## src/rtl/haz_pkg.sv

```systemverilog
// =============================================================================
// Module : haz_pkg
// Brief  : Shared encodings for the hazard controller (forward selects, FSM
//          states, PC register number, scoreboard counter width).
// Rev    : 1.0  initial release
// =============================================================================
`default_nettype none

package haz_pkg;

  localparam logic [1:0] FWD_RF = 2'b00;
  localparam logic [1:0] FWD_W  = 2'b01;
  localparam logic [1:0] FWD_M  = 2'b10;

  // All-ones; the top slices this to its address width.
  localparam logic [31:0] PC_REG = '1;

  // Wide enough for LOAD_LAT-1 with LOAD_LAT up to 4.
  localparam int c_SB_CNT_W = 2;

  typedef enum logic [0:0] {
    RUN    = 1'b0,
    PCWAIT = 1'b1
  } hazState_t;

endpackage

`default_nettype wire

```

## src/rtl/haz_scoreboard.sv

```systemverilog
// =============================================================================
// Module : haz_scoreboard
// Brief  : Per-register load scoreboard (busy bit plus countdown) and D-stage
//          match; reduces to a constant miss when LOAD_LAT is 1.
// Rev    : 1.0  initial release
// =============================================================================
`default_nettype none

module haz_scoreboard
  import haz_pkg::*;
#(
  parameter int NRD      = 3,
  parameter int AW       = 4,
  parameter int LOAD_LAT = 1
) (
  input  logic              clk,
  input  logic              reset,
  input  logic              setEn,
  input  logic [AW-1:0]     setAddr,
  input  logic [NRD*AW-1:0] ra_d,
  input  logic [NRD-1:0]    rv_d,
  output logic              hit
);

  localparam int c_NREG = 1 << AW;

  generate
    if (LOAD_LAT > 1) begin : g_track
      localparam logic [c_SB_CNT_W-1:0] c_RELOAD = c_SB_CNT_W'(LOAD_LAT - 1);

      logic [c_NREG-1:0]     r_busy;
      logic [c_SB_CNT_W-1:0] r_cnt [c_NREG];

      // A new load to the same register reloads the countdown.
      always_ff @(posedge clk) begin
        if (reset) begin
          r_busy <= '0;
          for (int r = 0; r < c_NREG; r++) r_cnt[r] <= '0;
        end else begin
          for (int r = 0; r < c_NREG; r++) begin
            if (setEn && (setAddr == AW'(r))) begin
              r_busy[r] <= 1'b1;
              r_cnt[r]  <= c_RELOAD;
            end else if (r_busy[r]) begin
              r_cnt[r] <= r_cnt[r] - 1'b1;
              if (r_cnt[r] == c_SB_CNT_W'(1)) r_busy[r] <= 1'b0;
            end
          end
        end
      end

      always_comb begin
        hit = 1'b0;
        for (int i = 0; i < NRD; i++) begin
          if (rv_d[i] && r_busy[ra_d[i*AW +: AW]]) hit = 1'b1;
        end
      end
    end else begin : g_none
      logic w_unused;
      assign w_unused = ^{clk, reset, setEn, setAddr, ra_d, rv_d};
      assign hit      = 1'b0;
    end
  endgenerate

endmodule

`default_nettype wire

```

## src/rtl/hazard_ctrl.sv

```systemverilog
// =============================================================================
// Module : hazard_ctrl
// Brief  : Forwarding, load-use/scoreboard stall and PC-write flush control.
//          Optional perf counters enabled by defining HAZ_PERF_CNT_EN.
// Rev    : 1.0  initial release
// =============================================================================
`default_nettype none

module hazard_ctrl
  import haz_pkg::*;
#(
  parameter int NRD      = 3,
  parameter int AW       = 4,
  parameter int LOAD_LAT = 1,
  parameter int CW       = 32
) (
  input  logic              clk,
  input  logic              reset,
  input  logic [NRD*AW-1:0] ra_d,
  input  logic [NRD-1:0]    rv_d,
  input  logic              regwrite_d,
  input  logic              pcwrite_d,
  input  logic [NRD*AW-1:0] ra_e,
  input  logic [AW-1:0]     wa_e,
  input  logic [AW-1:0]     wa_m,
  input  logic [AW-1:0]     wa_w,
  input  logic              regwrite_e,
  input  logic              regwrite_m,
  input  logic              regwrite_w,
  input  logic              load_e,
  input  logic              load_m,
  input  logic              pc_src_e,
  input  logic              pcwb_w,
  output logic [NRD*2-1:0]  fwd_sel_e,
  output logic              stall_f,
  output logic              stall_d,
  output logic              flush_d,
  output logic              flush_e,
  output logic [CW-1:0]     stall_cnt,
  output logic [CW-1:0]     flush_cnt
);

  localparam logic [AW-1:0] c_PC = PC_REG[AW-1:0];

  logic [NRD-1:0] w_luMatch;
  logic           w_loadUse;
  logic           w_sbHit;
  logic           w_hazard;
  hazState_t      r_state;

  genvar gi;
  generate
    for (gi = 0; gi < NRD; gi++) begin : g_port
      logic [AW-1:0] w_raE;
      logic [AW-1:0] w_raD;
      logic [1:0]    w_sel;

      assign w_raE        = ra_e[gi*AW +: AW];
      assign w_raD        = ra_d[gi*AW +: AW];
      assign w_luMatch[gi] = rv_d[gi] && (w_raD == wa_e);

      // Load data in M is not ready yet, so it never forwards from M.
      always_comb begin
        w_sel = FWD_RF;
        if (!reset && (w_raE != c_PC)) begin
          if (regwrite_m && (wa_m == w_raE) && !load_m) w_sel = FWD_M;
          else if (regwrite_w && (wa_w == w_raE))       w_sel = FWD_W;
        end
      end

      assign fwd_sel_e[gi*2 +: 2] = w_sel;
    end
  endgenerate

  assign w_loadUse = load_e && regwrite_e && (|w_luMatch);
  assign w_hazard  = w_loadUse || w_sbHit;

  haz_scoreboard #(
    .NRD      (NRD),
    .AW       (AW),
    .LOAD_LAT (LOAD_LAT)
  ) u_sb (
    .clk     (clk),
    .reset   (reset),
    .setEn   (load_e && regwrite_e),
    .setAddr (wa_e),
    .ra_d    (ra_d),
    .rv_d    (rv_d),
    .hit     (w_sbHit)
  );

  always_comb begin
    stall_f = 1'b0;
    stall_d = 1'b0;
    flush_d = 1'b0;
    flush_e = 1'b0;
    if (reset || pc_src_e) begin
      flush_d = 1'b1;
      flush_e = 1'b1;
    end else if (r_state == PCWAIT) begin
      flush_d = 1'b1;
      stall_f = 1'b1;
      flush_e = w_hazard;
    end else begin
      stall_f = w_hazard;
      stall_d = w_hazard;
      flush_e = w_hazard;
    end
  end

  always_ff @(posedge clk) begin
    if (reset || pc_src_e) begin
      r_state <= RUN;
    end else begin
      case (r_state)
        RUN:     if (pcwrite_d && regwrite_d && !stall_d) r_state <= PCWAIT;
        PCWAIT:  if (pcwb_w) r_state <= RUN;
        default: r_state <= RUN;
      endcase
    end
  end

`ifdef HAZ_PERF_CNT_EN
  logic [CW-1:0] r_stallCnt;
  logic [CW-1:0] r_flushCnt;

  always_ff @(posedge clk) begin
    if (reset) begin
      r_stallCnt <= '0;
      r_flushCnt <= '0;
    end else begin
      if (stall_d && (r_stallCnt != '1))
        r_stallCnt <= r_stallCnt + CW'(1);
      if ((flush_e || pc_src_e) && (r_flushCnt != '1))
        r_flushCnt <= r_flushCnt + CW'(1);
    end
  end

  assign stall_cnt = r_stallCnt;
  assign flush_cnt = r_flushCnt;
`else
  assign stall_cnt = '0;
  assign flush_cnt = '0;
`endif

endmodule

`default_nettype wire

```

## config.mk

```make
export PLATFORM = sky130hd
export DESIGN_NAME = hazard_ctrl
export DESIGN_NICKNAME = d
export VERILOG_FILES = /design/src/rtl/haz_pkg.sv /design/src/rtl/haz_scoreboard.sv /design/src/rtl/hazard_ctrl.sv
export SDC_FILE = /design/constraint.sdc
export NUM_CORES = 1
export LEC_CHECK = 0
export BUFFER_PORTS_ARGS = -buffer_cell sky130_fd_sc_hd__buf_4
export CORE_UTILIZATION = 34
export DETAILED_ROUTE_END_ITERATION = 10
export PLACE_DENSITY = 0.82
export SLEW_MARGIN = 20
export SYNTH_ARGS = -nofsm -noshare
export SYNTH_HDL_FRONTEND = slang
export SYNTH_HIERARCHICAL = 1
export SYNTH_SLANG_ARGS = --single-unit
```

## constraint.sdc

```tcl
create_clock -name clk -period 1.77 [get_ports clk]
set_clock_uncertainty 0.2 [all_clocks]
set_input_delay 0.2655 -clock clk [delete_from_list [all_inputs] [get_ports clk]]
set_output_delay 0.2655 -clock clk [all_outputs]
set_load 0.05 [all_outputs]
```

==> results.yml, run 1 <==
placement:
  pre_cts_ws_ns: -0.1627
  place_inst: 233
  numPortBuffers: 59
  place.gp.congestion: 0.7602
  dp_hpwl_mm: 2.056
logic_synthesis:
  synth.top_cells.by_count: "buf_4, xnor2_1, xor2_1, nand3_1, nor4_1"
  synth-simple-area-share: 0.1661
  ys_async_sr_fraction: 0
  synth_largest_area_cell: "buf_4"
  synth_top_family_by_area: "buffers and inverters"
  synth_top_area_frac: 0.4594
  syn_area_mm2: 0.001062
  synthesis.instances: 144
  yosysUniqueCellTypes: 17
  synth_edf_count: 0
  synth_xor_area_frac: 0.2968
  synth_adder_area_share: 0
  ys_ff_latch: 1
  muxShareOfSynthArea: 0
  avgSynthCellArea_um2: 7.377
  synth-seq-area-share: 0.01885
  synth_flop_cell: "dfxtp_1"
  synthTopCellsByArea: "buf_4, xnor2_1, xor2_1, nor4_1, nand3_1"
  yosysMostFrequentCell: "buf_4"
  yosys_warnings: 6
  synth_compound_area_frac: 0.04476
floorplan:
  die_area_mm2: 0.003352
  die_x_um: 57.90
  io_pins: 124
  std_cell_rows: 19
  core_mm2: 0.002853
  start_util: 0.3724
  die_h_um: 57.90
timing:
  maxSlewViolCount: 0
  rsz0062_at_grt: "yes"
  maxClockFrequency_mhz: 536.9
  period_share: 1.052
  setup_viol: 3
  period_minus_slack_ns: 1.862
  tns_ns: -0.2018
  hold_violations: 0
  layout_setup_ws_ns: -0.09240
  hold_slack_ns: 0.3064
grt:
  first_global_vias: 917
  antenna_found_initial: 0
  grt_start_max_net_pins: 7
  grt_usage: 0.1381
  overflow: 0
  grt_first_pass_wirelength_mm: 3.732
critical_path:
  critPathArrivalTime_ns: 1.40
  r2r_end: "r_state"
  crit_start: "load_e"
  crit_required_ns: 1.30
  startpoint_type: "input pin"
  critPathCaptureType: "output port"
  timing.rr.start: "r_state"
  critPathKind: "input pin to output port"
  ff2ff_path_depth: 4
  crit_fanout: 4
  crit_end: "flush_e"
  r2r_slack_ns: 0.65
finish:
  stdcell_count: 232
  fin_util: 0.5465
  regArea_um2: 20.02
  area_growth_pct: 46.76
  num_antenna_cells: 0
  n_fill_cell: 254
  regMostFlops: "r_state"
  drive_above_1_share: 0.4328
  largestRegisters: "r_state x1"
  multi_input_area_mm2: 0.001020
  layout.nets: 253
  largest_reg_flops: 1
drt:
  totalWireLength_mm: 2.476
  drtAntennaViolNets: 0
  firstDrtPassIters: 9
  via_per_inst: 4.069
  wl_per_cell_um: 10.67
  dr_total_vias: 944
  drtIter0Drc: 22
  remaining_drc_errors: 6
clock_tree:
  clk_latency_ns: 0
  path_clk_slew_ns: 0
  postCtsHoldBufs: 0
outcome:
  violations: "DRC, setup timing"
  status: "complete, but fails checks"
power:
  ir_worst_vdd_v: 0.0002334
  leakagePower_nw: 0.7240
  power.density_mw_per_mm2: 410.0
run:
  max_cap_violations: 0
worst_hold_path:
  min_path_type: "flip-flop to flip-flop"
what timing repair did:
action | CTS | global route
pin swaps | 9 | 5
buffers inserted | 0 | 1
resized for setup | 19 | 13
endpoints found under the setup margin | 4 | 6
worst min path at each step:
| stage | startpoint | endpoint | slack, ns | cells past startpoint |
|---|---|---|---|---|
| floorplan | pcwb_w | r_state | 0.27 | 2 |
| global placement | r_state | r_state | 0.31 | 1 |
| detailed placement | r_state | r_state | 0.31 | 1 |
| CTS | r_state | r_state | 0.31 | 1 |
| global route | r_state | r_state | 0.34 | 1 |
| finish | r_state | r_state | 0.31 | 1 |
worst max-delay path: stages:
cell and delay, ns:
buf_4 0.11, and2_4 0.16, nand3_2 0.09, nor4_4 0.05, nor4_4 0.42, nand2_1 0.13, buf_6 0.17
placed cells by master (no fill, tap or decap), types with 2 or more instances in the layout:
| cell type | n |
|---|---|
| nor2_1 | 2 |
| buf_4 | 53 |
| nand2_1 | 6 |
| nand3_1 | 7 |
| inv_1 | 2 |
| nor4_4 | 7 |
| xor2_2 | 6 |
| buf_8 | 2 |
| xor2_1 | 5 |
| conb_1 | 65 |
| nor4_2 | 3 |
| nand3_2 | 2 |
| a41o_1 | 3 |
| nor3_2 | 3 |
| xnor2_2 | 2 |
| buf_6 | 4 |
| xnor2_1 | 22 |
logic make-up (layout without fill, tap and decap cells):
family / count (synthesis) / in the layout
buffers and inverters: 67 / 61
xor gates and xnor gates: 36 / 36
and+or+nand+nor: 33 / 33
AOI/OAI and AO/OA: 5 / 5
other: 2 / 65
DFF: 1 / 1
layout make-up:
| class | instances | area share |
|---|---|---|
| repair buffers | 59 | 0.3034 |
| flip-flops and latches | 1 | 0.01284 |
| inverters | 2 | 0.004815 |
| well taps | 31 | 0.02488 |
| multi-input cells | 139 | 0.6541 |
through the flow:
stage / cell area, µm² / total power [mW]
after global placement: 1375 / 0.5852
after detailed placement: 1375 / 0.5885
after floorplan: 1374 / 0.5630
after CTS: 1476 / 0.6136
after global routing: 1559 / 0.6699
final: 1559 / 0.6391
power breakdown:
| part | switching (mW) | total, mW | leakage (nW) | internal (mW) |
|---|---|---|---|---|
| Sequential | 0.000254 | 0.0237 | 0.00810 | 0.0235 |
| Combinational | 0.454 | 0.615 | 0.716 | 0.162 |
| Clock | 0 | 0 | 0 | 0 |
| Total | 0.454 | 0.639 | 0.724 | 0.185 |
routing by layer:
| metal | track usage | part of all wire | wire [µm] | vias up |
|---|---|---|---|---|
| met1 | 0.1398 | 0.32 | 801 | 427 |
| met3 | 0.01116 | 0.092 | 227 | 2 |
| met5 | 0 | 0 | 0 | - |
| li1 | - | - | - | 450 |
| met2 | 0.3005 | 0.58 | 1429 | 65 |
| met4 | 0.02041 | 0.0069 | 17 | 0 |
Note: power is estimated with default switching activity, not from simulation.
==> inputs of run 2 (changes only) <==
--- a/config.mk
+++ b/config.mk
@@ -5,10 +5,11 @@
 export SDC_FILE = /design/constraint.sdc
 export NUM_CORES = 1
 export LEC_CHECK = 0
+export ABC_AREA = 1
 export BUFFER_PORTS_ARGS = -buffer_cell sky130_fd_sc_hd__buf_4
-export CORE_UTILIZATION = 34
+export CORE_UTILIZATION = 33
 export DETAILED_ROUTE_END_ITERATION = 10
-export PLACE_DENSITY = 0.82
+export PLACE_DENSITY = 0.78
 export SLEW_MARGIN = 20
 export SYNTH_ARGS = -nofsm -noshare
 export SYNTH_HDL_FRONTEND = slang
==> constraint.sdc (replaced) <==
create_clock -name clk -period 1.7 [get_ports clk]
set_clock_uncertainty 0.2 [all_clocks]
set_input_delay 0.255 -clock clk [delete_from_list [all_inputs] [get_ports clk]]
set_output_delay 0.255 -clock clk [all_outputs]
set_load 0.05 [all_outputs]
==> run 2 against run 1 <==
The flow finishes with violations (setup timing). Final cell count increased by 37%. Worst setup slack improved by 0.089 ns. Routed wire length increased by 15%. Hold slack got worse by 0.0016 ns. First-iteration DRC count increased by 41%. Die area increased by 19%. Sequential power increased by 7%. Register-to-register slack improved by 0.05 ns. Highest routed layer is now met3. Utilization decreased by 4.1 points. Via count increased by 35%. Area after synthesis increased by 16%.
==> results.yml, run 2 <==
clock_tree:
  clk_latency_ns: 0
  path_clk_slew_ns: 0
critical_path:
  critPathKind: "input pin to output port"
  r2r_end: "r_state"
  crit_required_ns: 1.24
  path_common_cell: "buf_4"
  crit_fanout: 4
  path_delay_family: "buffers and inverters"
  r2r_slack_ns: 0.70
  timing.rr.start: "r_state"
  path_cells: "buf_4, inv_1, o21ai_1, nor2_1, nand2_1, a211oi_2, buf_4, nor4_4, buf_6"
  crit_slowest_cell: "nor4_4"
  critPathArrivalTime_ns: 1.25
  startpoint_type: "input pin"
  ff2ff_path_depth: 4
  cpPeakStageDelay_ns: 0.21
  crit_buf_inv: 4
  critPathCaptureType: "output port"
logic_synthesis:
  avgSynthCellArea_um2: 6.114
  synthesis.instances: 202
  synth_largest_area_cell: "buf_4"
  yosysUniqueCellTypes: 31
  yosysMostFrequentCell: "buf_4"
  synth.top_cells.by_count: "buf_4, inv_1, nand2_1, nor2_1, xor2_1"
  synth-seq-area-share: 0.01621
  ys_ff_latch: 1
  yosys_warnings: 6
  synth_top_area_frac: 0.3951
  syn_area_mm2: 0.001235
  synth_edf_count: 0
  synth_flop_cell: "dfxtp_1"
  ys_async_sr_fraction: 0
  synthTopCellsByArea: "buf_4, inv_1, nand2_1, xor2_1, nor2_1"
drt:
  dr_total_vias: 1274
  wl_per_cell_um: 8.953
  remaining_drc_errors: 0
  totalWireLength_mm: 2.847
  via_per_inst: 4.006
  drtAntennaViolNets: 0
  firstDrtPassIters: 4
  drtIter0Drc: 31
outcome:
  violations: "setup timing"
  status: "complete, but fails checks"
timing:
  maxSlewViolCount: 0
  period_share: 1.002
  maxClockFrequency_mhz: 587.2
  rsz0062_at_grt: "yes"
  hold_violations: 0
  hold_slack_ns: 0.3048
  setup_viol: 1
  layout_setup_ws_ns: -0.002911
  period_minus_slack_ns: 1.703
floorplan:
  die_x_um: 63.18
  core_mm2: 0.003468
  io_pins: 124
  die_area_mm2: 0.003991
  std_cell_rows: 21
  start_util: 0.3561
  die_h_um: 63.18
grt:
  antenna_found_initial: 0
  grt_usage: 0.1300
  first_global_vias: 1050
  grt_start_max_net_pins: 7
  overflow: 0
  grt_first_pass_wirelength_mm: 4.422
power:
  power_mw: 0.6733
  power.density_mw_per_mm2: 384.4
  ir_worst_vdd_v: 0.0001769
  leakagePower_nw: 0.9786
worst_hold_path:
  holdPathEnd: "r_state"
  min_path_type: "flip-flop to flip-flop"
  hp-start: "r_state"
  min_path_cells: 2
placement:
  numPortBuffers: 59
  place.gp.congestion: 0.9122
  place_area_mm2: 0.001638
  dp_hpwl_mm: 2.449
finish:
  layout_common_cells: "conb_1, buf_4, nand2_1"
  largest_reg_flops: 1
  largestRegisters: "r_state x1"
  drive_above_1_share: 0.4007
  regMostFlops: "r_state"
  area_growth_pct: 41.84
  final_area_mm2: 0.001752
  layout.nets: 324
  final_common_cell: "conb_1"
  num_antenna_cells: 0
run:
  max_cap_violations: 0
run 2: power by group:
group	total [mW]	internal (mW)	switching, mW
Clock	0	0	0
Sequential	0.0254	0.0247	0.000732
Combinational	0.648	0.173	0.475
Total	0.673	0.197	0.476
run 2: timing repair:
action / CTS / global route
hold buffers: 0 / 0
buffers inserted: 1 / 0
gates resized for setup: 18 / 16
endpoints found under the setup margin: 6 / 8
pin swaps: 11 / 9
run 2: worst reg2reg max path: stages, from the launching register on:
cell	delay (ns)
dfxtp_1	0.31
nor2_1	0.18
nand2_2	0.09
nand2_2	0.06
a21oi_2	0.04
run 2: final cells by class:
| type | instances | area [µm²] |
|---|---|---|
| Fill cell | 363 | 1717 |
| Tap cell | 46 | 57.56 |
| Multi-Input combinational cell | 165 | 923.4 |
| Inverter | 34 | 142.6 |
| Timing Repair Buffer | 72 | 608.1 |
| Sequential cell | 1 | 20.02 |
run 2: kinds of logic after synthesis:
kind of cell           count (synthesis)  synth area share
AND/OR/NAND/NOR                       62            0.2432
other                                  2          0.006081
XOR/XNOR                              13           0.09220
buffers and inverters                 99            0.5005
flip-flops                             1           0.01621
AO/OA/AOI/OAI                         25            0.1418
run 2: per-stage QoR:
step / util / setup slack [ns] / setup TNS [ns] / cells
2_1_floorplan: - / -0.09378 / -0.2247 / 265
3_3_place_gp: 0.4722 / -0.1469 / -0.6064 / 317
3_5_place_dp: 0.4722 / -0.1596 / -0.6304 / 317
4_1_cts: 0.4899 / -0.02253 / -0.04410 / 318
5_1_grt: 0.5051 / -0.1328 / -0.5242 / 318
6_report: 0.5051 / -0.002911 / -0.002911 / 318
run 2: how the worst max path moves through the flow:
stage,cells past startpoint,start,end,slack [ns]
3_3_place_gp,10,regwrite_m,fwd_sel_e[5],-0.15
4_1_cts,9,load_m,fwd_sel_e[2],-0.02
2_1_floorplan,8,regwrite_m,fwd_sel_e[5],-0.09
5_1_grt,9,load_m,fwd_sel_e[5],-0.13
3_5_place_dp,10,regwrite_m,fwd_sel_e[5],-0.16
6_report,9,ra_e[0],fwd_sel_e[0],-0.003
run 2: routing by layer:
layer / vias up / share of wire / track usage
met5: - / 0 / 0
met4: 0 / 0 / 0
met3: 0 / 0.078 / 0.01087
met2: 70 / 0.55 / 0.2661
met1: 560 / 0.37 / 0.1512
li1: 644 / - / -
==> inputs of run 3 (changes only) <==
==> constraint.sdc (replaced) <==
create_clock -name clk -period 1.7 [get_ports clk]
set_clock_uncertainty 0.2 [all_clocks]
set_input_delay 0.17 -clock clk [delete_from_list [all_inputs] [get_ports clk]]
set_output_delay 0.17 -clock clk [all_outputs]
set_load 0.05 [all_outputs]
==> run 3 against run 2 <==
The flow still finishes with violations (setup timing). Flip-flop and latch count did not move. Worst setup slack lost 0.078 ns. Utilization down 5.6 points. Cell area shrank 11%. Hold slack worse by 0.062 ns. Die area unchanged. Critical path type unchanged.
==> results.yml, run 3 (synthesis results as in run 2) <==
worst_hold_path:
  min_path_type: "input pin to flip-flop"
finish:
  n_fill_cell: 377
  drive_above_1_share: 0.3538
  final_area_mm2: 0.001556
  area_growth_pct: 26.04
  num_antenna_cells: 0
  final_common_cell: "conb_1"
  largestRegisters: "r_state x1"
  layout_common_cells: "conb_1, buf_4, nand2_1"
  largest_reg_flops: 1
  regMostFlops: "r_state"
  layout.nets: 312
drt:
  drtIter0Drc: 44
  via_per_inst: 3.846
  totalWireLength_mm: 2.610
  wl_per_cell_um: 8.529
  remaining_drc_errors: 0
  drtAntennaViolNets: 0
  dr_total_vias: 1177
  firstDrtPassIters: 4
timing:
  hold_violations: 0
  maxClockFrequency_mhz: 561.4
  layout_setup_ws_ns: -0.08119
  period_minus_slack_ns: 1.781
  period_share: 1.048
  setup_viol: 2
  maxSlewViolCount: 0
  hold_slack_ns: 0.2427
  rsz0062_at_grt: "yes"
critical_path:
  critPathKind: "input pin to output port"
  startpoint_type: "input pin"
  crit_fanout: 3
  critPathArrivalTime_ns: 1.41
  critPathCaptureType: "output port"
  crit_required_ns: 1.33
placement:
  numPortBuffers: 59
  place_area_mm2: 0.001504
  place.gp.congestion: 0.8899
  pre_cts_ws_ns: -0.01109
  dp_hpwl_mm: 2.277
clock_tree:
  clk_latency_ns: 0
  path_clk_slew_ns: 0
floorplan:
  die_x_um: 63.18
  die_area_mm2: 0.003991
  io_pins: 124
  start_util: 0.3561
  core_mm2: 0.003468
  std_cell_rows: 21
  die_h_um: 63.18
grt:
  grt_start_max_net_pins: 7
  first_global_vias: 954
  antenna_found_initial: 0
  grt_usage: 0.1190
  grt_first_pass_wirelength_mm: 4.098
  overflow: 0
power:
  ir_worst_vdd_v: 0.0001914
  leakagePower_nw: 0.9011
  power.density_mw_per_mm2: 402.2
outcome:
  status: "complete, but fails checks"
  violations: "setup timing"
run:
  max_cap_violations: 0
## run 3: cell types whose count changed in the layout (fill, tap and decap cells not counted), sizes merged
cell,change
buf,-12
## run 3: final timing paths
check        startpoint            to  slack (ns)  cells after the start
max              load_m  fwd_sel_e[4]       -0.08                      9
min              pcwb_w       r_state        0.24                      4
max reg2reg     r_state       r_state        0.72                      4
min reg2reg     r_state       r_state        0.31                      2
## run 3: worst max-delay path, stage by stage
cell and delay [ns]:
buf_4 0.12, nor2_4 0.12, inv_2 0.05, a21oi_2 0.12, o21ai_2 0.07, nor4_2 0.34
buf_4 0.18, nor4_2 0.04, buf_4 0.19
## run 3: layer usage
metal  routed length [µm]  global-route usage  share of wire  vias to the layer above
met2                 1385              0.2298           0.53                       65
met4                    0            0.008523              0                        0
li1                     -                   -              -                      615
met1                 1010              0.1466           0.39                      497
met3                  214            0.009058          0.082                        0
met5                    0                   0              0                        -
## run 3: metrics by stage
stage                 util  instances  TNS [ns]  total power [mW]
floorplan                -        265   -0.2861            0.5862
global placement    0.4336        305         0            0.6072
finish              0.4488        306   -0.1007            0.6261
global route        0.4488        306   -0.2110            0.6637
detailed placement  0.4336        305  -0.01109            0.6105
CTS                 0.4343        305         0            0.6122
## run 3: timing repair
item	4_1_cts	5_1_grt
hold buffers	0	0
gates resized for setup	1	14
endpoints found under the setup margin	2	4
setup buffers	0	1
pin swaps	0	6
## run 3: final cells by class
type	count	area, µm²	area share
Inverter	34	132.6	0.08521
Multi-Input combinational cell	165	880.8	0.5659
Sequential cell	1	20.02	0.01286
Tap cell	46	57.56	0.03698
Timing Repair Buffer	60	465.4	0.2990
## run 3: report_power, final
group | leakage, nW | internal (mW) | total (mW) | switching, mW
logic | 0.893 | 0.144 | 0.601 | 0.457
registers | 0.00813 | 0.0247 | 0.0254 | 0.000722
clock network | 0 | 0 | 0 | 0
